===== src/rtl/ifetch.sv =====
// Instruction fetch unit: owns the PC, issues one imem request at a time and hands words to the decoder.
// Optional MIPS delay-slot behaviour is enabled by defining IFETCH_DELAY_SLOT_EN.
module ifetch #(
   parameter logic [31:0] RESET_PC = 32'h0000_0000
) (
   input  logic        sys_clk,
   input  logic        rst_n,
   output logic        imem_req,
   output logic [31:0] imem_addr,
   input  logic [31:0] imem_rdata,
   input  logic        imem_ready,
   output logic [31:0] ins_o,
   output logic        ins_valid_o,
   output logic [31:0] pc_o,
   output logic [31:0] pc_plus4_o,
   input  logic        stall_i,
   input  logic        is_jump_i,
   input  logic        is_jr_i,
   input  logic [25:0] j_addr_i,
   input  logic [31:0] jr_target_i,
   input  logic        is_branch_i,
   input  logic        branch_taken_i,
   input  logic [31:0] ext_immd_i
);

   typedef enum logic [1:0] {
      BOOT  = 2'd0,
      FETCH = 2'd1,
      VALID = 2'd2
   } state_t;

   state_t      state_q, state_d;
   logic [31:0] pc_q, pc_d;
   logic [31:0] ins_q, ins_d;
   logic [31:0] pco_q, pco_d;
   logic [31:0] pc4_q, pc4_d;
   logic [31:0] target_s;
   logic        redirect_s;
`ifdef IFETCH_DELAY_SLOT_EN
   logic        pend_vld_q, pend_vld_d;
   logic [31:0] pend_tgt_q, pend_tgt_d;
`endif

   // Redirect target for the instruction on ins_o, jr > jump > taken branch
   always_comb begin
      redirect_s = 1'b0;
      target_s   = pc4_q;
      if (is_jr_i) begin
         redirect_s = 1'b1;
         target_s   = {jr_target_i[31:2], 2'b00};
      end else if (is_jump_i) begin
         redirect_s = 1'b1;
         target_s   = {pc4_q[31:28], j_addr_i, 2'b00};
      end else if (is_branch_i && branch_taken_i) begin
         redirect_s = 1'b1;
         target_s   = pc4_q + {ext_immd_i[29:0], 2'b00};
      end else begin
         redirect_s = 1'b0;
         target_s   = pc4_q;
      end
   end

   // Next-state and datapath update
   always_comb begin
      state_d = state_q;
      pc_d    = pc_q;
      ins_d   = ins_q;
      pco_d   = pco_q;
      pc4_d   = pc4_q;
`ifdef IFETCH_DELAY_SLOT_EN
      pend_vld_d = pend_vld_q;
      pend_tgt_d = pend_tgt_q;
`endif
      case (state_q)
         BOOT: begin
            state_d = FETCH;
         end
         FETCH: begin
            if (imem_ready) begin
               ins_d   = imem_rdata;
               pco_d   = pc_q;
               pc4_d   = pc_q + 32'd4;
               state_d = VALID;
            end else begin
               state_d = FETCH;
            end
         end
         VALID: begin
            if (!stall_i) begin
               state_d = FETCH;
`ifdef IFETCH_DELAY_SLOT_EN
               // A pending target overrides whatever the slot instruction itself requests
               if (pend_vld_q) begin
                  pc_d       = pend_tgt_q;
                  pend_vld_d = 1'b0;
                  pend_tgt_d = 32'h0000_0000;
               end else if (redirect_s) begin
                  pc_d       = pc4_q;
                  pend_vld_d = 1'b1;
                  pend_tgt_d = target_s;
               end else begin
                  pc_d = pc4_q;
               end
`else
               if (redirect_s) begin
                  pc_d = target_s;
               end else begin
                  pc_d = pc4_q;
               end
`endif
            end else begin
               state_d = VALID;
            end
         end
         default: begin
            state_d = BOOT;
         end
      endcase
   end

   // State and datapath registers
   always_ff @(posedge sys_clk or negedge rst_n) begin
      if (!rst_n) begin
         state_q <= BOOT;
         pc_q    <= RESET_PC;
         ins_q   <= 32'h0000_0000;
         pco_q   <= RESET_PC;
         pc4_q   <= RESET_PC + 32'd4;
      end else begin
         state_q <= state_d;
         pc_q    <= pc_d;
         ins_q   <= ins_d;
         pco_q   <= pco_d;
         pc4_q   <= pc4_d;
      end
   end

`ifdef IFETCH_DELAY_SLOT_EN
   // Pending delay-slot target
   always_ff @(posedge sys_clk or negedge rst_n) begin
      if (!rst_n) begin
         pend_vld_q <= 1'b0;
         pend_tgt_q <= 32'h0000_0000;
      end else begin
         pend_vld_q <= pend_vld_d;
         pend_tgt_q <= pend_tgt_d;
      end
   end
`endif

   // Request decodes straight from the state register so reset withdraws it asynchronously
   assign imem_req    = (state_q == FETCH);
   assign imem_addr   = pc_q;
   assign ins_o       = ins_q;
   assign ins_valid_o = (state_q == VALID);
   assign pc_o        = pco_q;
   assign pc_plus4_o  = pc4_q;

endmodule


===== config.mk =====
export PLATFORM = sky130hd
export DESIGN_NAME = ifetch
export DESIGN_NICKNAME = d
export VERILOG_FILES = /design/src/rtl/ifetch.sv
export SDC_FILE = /design/constraint.sdc
export NUM_CORES = 1
export LEC_CHECK = 0
export ABC_AREA = 1
export CAP_MARGIN = 20
export CORE_MARGIN = 5
export CORE_UTILIZATION = 45
export DETAILED_ROUTE_END_ITERATION = 6
export PLACE_DENSITY = 0.77
export SKIP_CTS_REPAIR_TIMING = 1
export SYNTH_ARGS = -nofsm -noshare
export SYNTH_HDL_FRONTEND = slang
export SYNTH_SLANG_ARGS = --single-unit

===== constraint.sdc =====
create_clock -name sys_clk -period 6.1 [get_ports sys_clk]
set_clock_uncertainty 0.2 [all_clocks]
set_input_delay 0.61 -clock sys_clk [delete_from_list [all_inputs] [get_ports sys_clk]]
set_output_delay 0.61 -clock sys_clk [all_outputs]
set_load 0.02 [all_outputs]

==> results.json, run 1 <==
{
  "outcome": "finished, final reports clean",
  "cts_buffer_depth": 2,
  "setup_ws_ns": 2.831,
  "drive_gt1_frac": 0.06199,
  "max-cap-violations": 0,
  "clk_pin_slew_ns": 0.06,
  "fin_util": 0.6316,
  "power.share.sequential": 0.290,
  "grt_usage": 0.2726,
  "post-synth-top-count-cell": "nand2_1",
  "whs_path_depth": 2,
  "leakage_nw": 5.772,
  "startpoint_type": "input port",
  "io_buffers": 255,
  "grt_pass1_wl_um": 46760,
  "clk_latency_ns": 0.41,
  "antenna_found_initial": 0,
  "synth_top_area_cell": "dfrtp_1",
  "cpPeakStageDelay_ns": 1.18,
  "clock_sinks": 128,
  "grt.overflow.total": 0,
  "slew_headroom": 0.2837,
  "synth_ff_type": "dfrtp_1",
  "yosysWarnings": 0,
  "critical_path_required_ns": 6.17,
  "powerDensity_nw_per_um2": 502.5,
  "die_w_um": 146.9,
  "wl_per_cell_um": 17.53,
  "holdCritPathClass": "reg -> reg",
  "coreArea_um2": 18580,
  "grt_max_degree": 81,
  "p_sw_frac": 0.4611,
  "synth_seq_area_share": 0.3799,
  "die_y_um": 146.9,
  "pwr-share-clk": 0.165,
  "ir_drop_mv": 0.3083,
  "ant_nets": 0,
  "dp_slack_ns": 2.520,
  "cp.arrival_ns": 3.34,
  "rows": 50,
  "diodes": 0,
  "num_vias": 8863,
  "power_frac_comb": 0.545,
  "layout_min_cycle_time_ns": 3.269,
  "cts-buffers-inserted": 17,
  "syn2layout_area_growth_pct": 39.13,
  "io_pins": 260,
  "tns_ns": 0,
  "synth_edf_count": 0,
  "start_util": 0.4539,
  "synthArstFlopShare": 1.000,
  "routed_wl_um": 29840,
  "drc_errors": 0,
  "grt_pass1_vias": 8512,
  "yosys.area.top_type_share": 0.3768,
  "ff2ff_path_depth": 13,
  "setup_viol": 0,
  "p_int_mw": 3.178,
  "gp_congestion": 0.9406,
  "min_period_over_period": 0.5359,
  "worstSetupPathType": "in -> reg",
  "synth-seq-cells": 128,
  "cts-root-buf": "clkbuf_16",
  "syn-cell-area_um2": 8434,
  "p_sw_mw": 2.719,
  "dp.final_hpwl_um": 22910,
  "syn_inst": 1215,
  "syn_avg_cell_area_um2": 6.942,
  "yosys-top-cells-count": "nand2_1 (469), inv_1 (148), dfrtp_1 (127)",
  "finalHoldViolations": 0,
  "holdWs_ns": 0.2661,
  "first_pass_iters": 5,
  "via_per_inst": 5.207,
  "drtIter0Drc": 689,
  "path_cells": "clkdlybuf4s50_1, inv_1, or2_2, nand3_1, o21ai_0",
  "tightest_slew_ns": 1.071,
  "drv_slew": 0,
  "synthTopCellsByArea": "dfrtp_1 (38%), nand2_1 (21%), inv_1 (6.6%)",
  "cts.htree.levels": 4,
  "cpMaxStageDelayCell": "clkdlybuf4s50_1",
  "cp-end-kind": "register",
  "crit_path_max_fanout": 35,
  "fmax_mhz": 305.9,
  "ys_types": 46,
  "finalNetCount": 1616,
  "tritoncts": "built",
  "syn-num-nets": 1376,
  "rsz0062_at_grt": "false",
  "die_area_um2": 21580
}
[flip-flops by register name, summed over array words and instances (netlist names)]
| name | count |
|---|---|
| pc_plus4_o | 30 |
| ins_o | 32 |
| imem_addr | 32 |
| pc_o | 32 |
| state_q | 2 |
[power by group through the flow]
| stage | sequential, mW | clock [mW] | combinational, mW |
|---|---|---|---|
| after floorplan | 2.03 | 0 | 1.42 |
| after global routing | 1.76 | 1.03 | 3.52 |
| final | 1.71 | 0.974 | 3.21 |
| after detailed placement | 1.70 | 0 | 3.20 |
| after CTS | 1.70 | 0.989 | 3.22 |
| after global placement | 1.69 | 0 | 3.16 |
[worst paths after layout]
| kind | slack [ns] | endpoint | startpoint |
|---|---|---|---|
| max | 2.83 | imem_addr[24]$_DFFE_PN0P_ | is_jr_i |
| min | 0.27 | ins_o[1]$_DFFE_PN0P_ | ins_o[1]$_DFFE_PN0P_ |
| max reg2reg | 3.52 | imem_addr[26]$_DFFE_PN0P_ | pc_plus4_o[2]$_DFFE_PN1P_ |
| min reg2reg | 0.27 | ins_o[1]$_DFFE_PN0P_ | ins_o[1]$_DFFE_PN0P_ |
| max in group asynchronous | 3.83 | pc_o[16]$_DFFE_PN0P_ | rst_n |
| min in group asynchronous | 0.53 | ins_o[5]$_DFFE_PN0P_ | rst_n |
[worst max-delay path, delay by kind of cell]
kind	cells	cell delay, ns
compound gates	1	0.11
simple gates	2	0.67
buf+inv	2	1.95
[layout make-up]
type / count / area (um^2)
well taps: 234 / 292.8
clock buffers: 22 / 494.2
clock inverters: 10 / 83.83
flip-flops and latches: 128 / 3204
repair buffers: 262 / 2609
multi-input cells: 896 / 4487
fillers: 1659 / 6845
inverters: 150 / 564.3
[metrics by stage]
stage / total power, mW / instances / instance area, um^2
finish: 5.897 / 1702 / 11740
global route: 6.309 / 1702 / 11740
CTS: 5.907 / 1701 / 11730
detailed placement: 4.894 / 1669 / 11150
global placement: 4.847 / 1669 / 11150
floorplan: 3.452 / 1215 / 8434
[layer usage]
| layer | global-route usage | wire length (um) | up-vias |
|---|---|---|---|
| met4 | 0.06990 | 604 | 0 |
| li1 | - | - | 4343 |
| met5 | 0 | 0 | - |
| met3 | 0.09254 | 3028 | 32 |
| met1 | 0.3579 | 12730 | 4107 |
| met2 | 0.4349 | 13480 | 381 |
[cells by family after synthesis]
kind of cell | share of synthesized area
compound gates | 0.1037
xor+xnor | 0.02492
fa+ha+maj | 0.04688
buf+inv | 0.08871
flops | 0.3799
simple gates | 0.3559
[cells in the final DEF (no fill, tap or decap), types with 13 or more instances in the layout]
master | Yosys | layout
nand2_1 | 469 | 469
nor2_1 | 70 | 70
xor2_1 | 17 | 17
inv_1 | 148 | 147
o211ai_1 | 13 | 13
nand4_1 | 14 | 14
nand3_1 | 80 | 80
clkdlybuf4s50_1 | 0 | 254
o21ai_0 | 49 | 49
o21bai_1 | 13 | 13
ha_1 | 30 | 30
clkbuf_16 | 0 | 17
dfrtp_1 | 127 | 127
or2_2 | 17 | 17
a21oi_1 | 34 | 34
nor3_1 | 13 | 13
Note: power is estimated with default switching activity, not from simulation.
==> run 2, diff against run 1 <==
Settings changed: CORE_UTILIZATION 45 to 43.
Clock period 6.1 ns to 2.9 ns, I/O delays scaled along.
==> run 2 against run 1 <==
- worst hold slack got worse by 0.084 ns
- via count rose by 1.7%
- global-route usage fell by 0.33 points
- wire length rose by 2.9%
==> results.json, run 2 (synthesis gave the netlist of run 1 again) <==
{
  "max-cap-violations": 0,
  "crit_path_max_fanout": 4,
  "path_depth": 13,
  "ant_nets": 0,
  "path_cells": "ha_1, fa_1, nand3_1, nand3_1, nand3_1, nand3_1, nand2_1, nand2_1, nand2_1, nand3_1, nand2_1, nand2_1, a21boi_1",
  "io_pins": 260,
  "clk_latency_ns": 0.41,
  "die_y_um": 150.1,
  "powerDensity_nw_per_um2": 1070,
  "drc_errors": 0,
  "grt_max_degree": 81,
  "post-place-cells": 1721,
  "tightest_slew_ns": 0.6739,
  "cpPeakStageDelay_ns": 0.43,
  "start_util": 0.4348,
  "grt_pass1_vias": 8800,
  "clock_sinks": 128,
  "drv_slew": 0,
  "cts.htree.levels": 4,
  "num_vias": 9012,
  "worstSetupPathType": "reg -> reg",
  "grt_usage": 0.2693,
  "instances_no_fill": 1754,
  "critical_path_required_ns": 3.03,
  "finalHoldViolations": 0,
  "leakage_nw": 5.913,
  "final_cell_mix": "nand2_1 (469), clkdlybuf4s50_1 (254), inv_1 (147)",
  "cp_num_buf_inv": 0,
  "cp-end-kind": "register",
  "final_common_cell": "nand2_1",
  "gp_congestion": 0.9329,
  "p_sw_frac": 0.4512,
  "diodes": 0,
  "cts_buffer_depth": 2,
  "tns_ns": 0,
  "grt.overflow.total": 0,
  "pwr-share-clk": 0.182,
  "drive_gt1_frac": 0.07522,
  "cp_top_family": "simple AND/OR/NAND/NOR gates",
  "wl_per_cell_um": 17.51,
  "p_sw_mw": 5.812,
  "cpMaxStageDelayCell": "fa_1",
  "power.share.sequential": 0.275,
  "total_power_mw": 12.88,
  "grt_pass1_wl_um": 47180,
  "clk_pin_slew_ns": 0.06,
  "first_pass_iters": 5,
  "drtIter0Drc": 731,
  "io_buffers": 255,
  "cts-buffers-inserted": 17,
  "dp.final_hpwl_um": 24180,
  "ir_drop_mv": 0.6435,
  "p_int_mw": 7.068,
  "slew_headroom": 0.5502,
  "startpoint_type": "register",
  "setup_viol": 0,
  "holdWs_ns": 0.1818,
  "die_area_um2": 22520,
  "power_frac_comb": 0.543,
  "ff2ff_path_depth": 13,
  "syn2layout_area_growth_pct": 42.72,
  "outcome": "finished, final reports clean",
  "antenna_found_initial": 0,
  "coreArea_um2": 19400,
  "finalNetCount": 1637,
  "tritoncts": "built",
  "rows": 51,
  "layout_min_cycle_time_ns": 2.498,
  "via_per_inst": 5.138,
  "rsz0062_at_grt": "false",
  "holdCritPathClass": "in -> async",
  "cp.arrival_ns": 2.63,
  "die_w_um": 150.1,
  "min_period_over_period": 0.8615,
  "fin_util": 0.6206,
  "cts-root-buf": "clkbuf_16",
  "routed_wl_um": 30710,
  "fmax_mhz": 400.3
}
[run 2: layout make-up]
| cell class | instances | area, um^2 |
|---|---|---|
| Inverter | 150 | 564.3 |
| Multi-Input combinational cell | 896 | 4487 |
| Timing Repair Buffer | 283 | 2800 |
| Tap cell | 265 | 331.6 |
| Fill cell | 1778 | 7361 |
| Clock buffer | 18 | 439.2 |
| Clock inverter | 14 | 211.5 |
| Sequential cell | 128 | 3204 |
[run 2: routing by layer]
metal | vias to the layer above | track usage | part of all wire
li1 | 4384 | - | -
met1 | 4146 | 0.3556 | 0.41
met2 | 431 | 0.4273 | 0.45
met3 | 51 | 0.08601 | 0.12
met4 | 0 | 0.07365 | 0.021
met5 | - | 0 | 0
[run 2: through the flow]
| stage | cell area (um^2) | setup slack, ns |
|---|---|---|
| after global placement | 11380 | 0.1597 |
| final | 12040 | 0.4017 |
| after global routing | 12040 | 0.2415 |
| after floorplan | 8434 | 0.7059 |
| after CTS | 12030 | 0.4300 |
| after detailed placement | 11380 | 0.1250 |
[run 2: worst paths after layout]
kind	start	end	slack, ns
min in group sys_clk	imem_rdata[29]	ins_o[29]$_DFFE_PN0P_	0.21
worst min register to register	ins_o[1]$_DFFE_PN0P_	ins_o[1]$_DFFE_PN0P_	0.27
worst max-delay path	pc_plus4_o[2]$_DFFE_PN1P_	imem_addr[30]$_DFFE_PN0P_	0.40
worst min-delay path	rst_n	ins_o[3]$_DFFE_PN0P_	0.18
max in group asynchronous	rst_n	pc_o[7]$_DFFE_PN0P_	1.53
worst max register to register	pc_plus4_o[2]$_DFFE_PN1P_	imem_addr[30]$_DFFE_PN0P_	0.40
[run 2: power groups by stage]
stage	combinational, mW	clock (mW)	sequential, mW
3_5_place_dp	6.96	0	3.51
6_report	7.00	2.34	3.54
4_1_cts	7.01	2.37	3.51
5_1_grt	7.64	2.45	3.64
3_3_place_gp	6.88	0	3.49
2_1_floorplan	2.98	0	4.28
[run 2: worst register-to-register path, cell delays in order, from the launching register on]
cell and delay, ns:
dfstp_2 0.38, ha_1 0.23, fa_1 0.43, nand3_1 0.11, nand3_1 0.16, nand3_1 0.12
nand3_1 0.19, nand2_1 0.15, nand2_1 0.06, nand2_1 0.06, nand3_1 0.06, nand2_1 0.07
nand2_1 0.06, a21boi_1 0.13
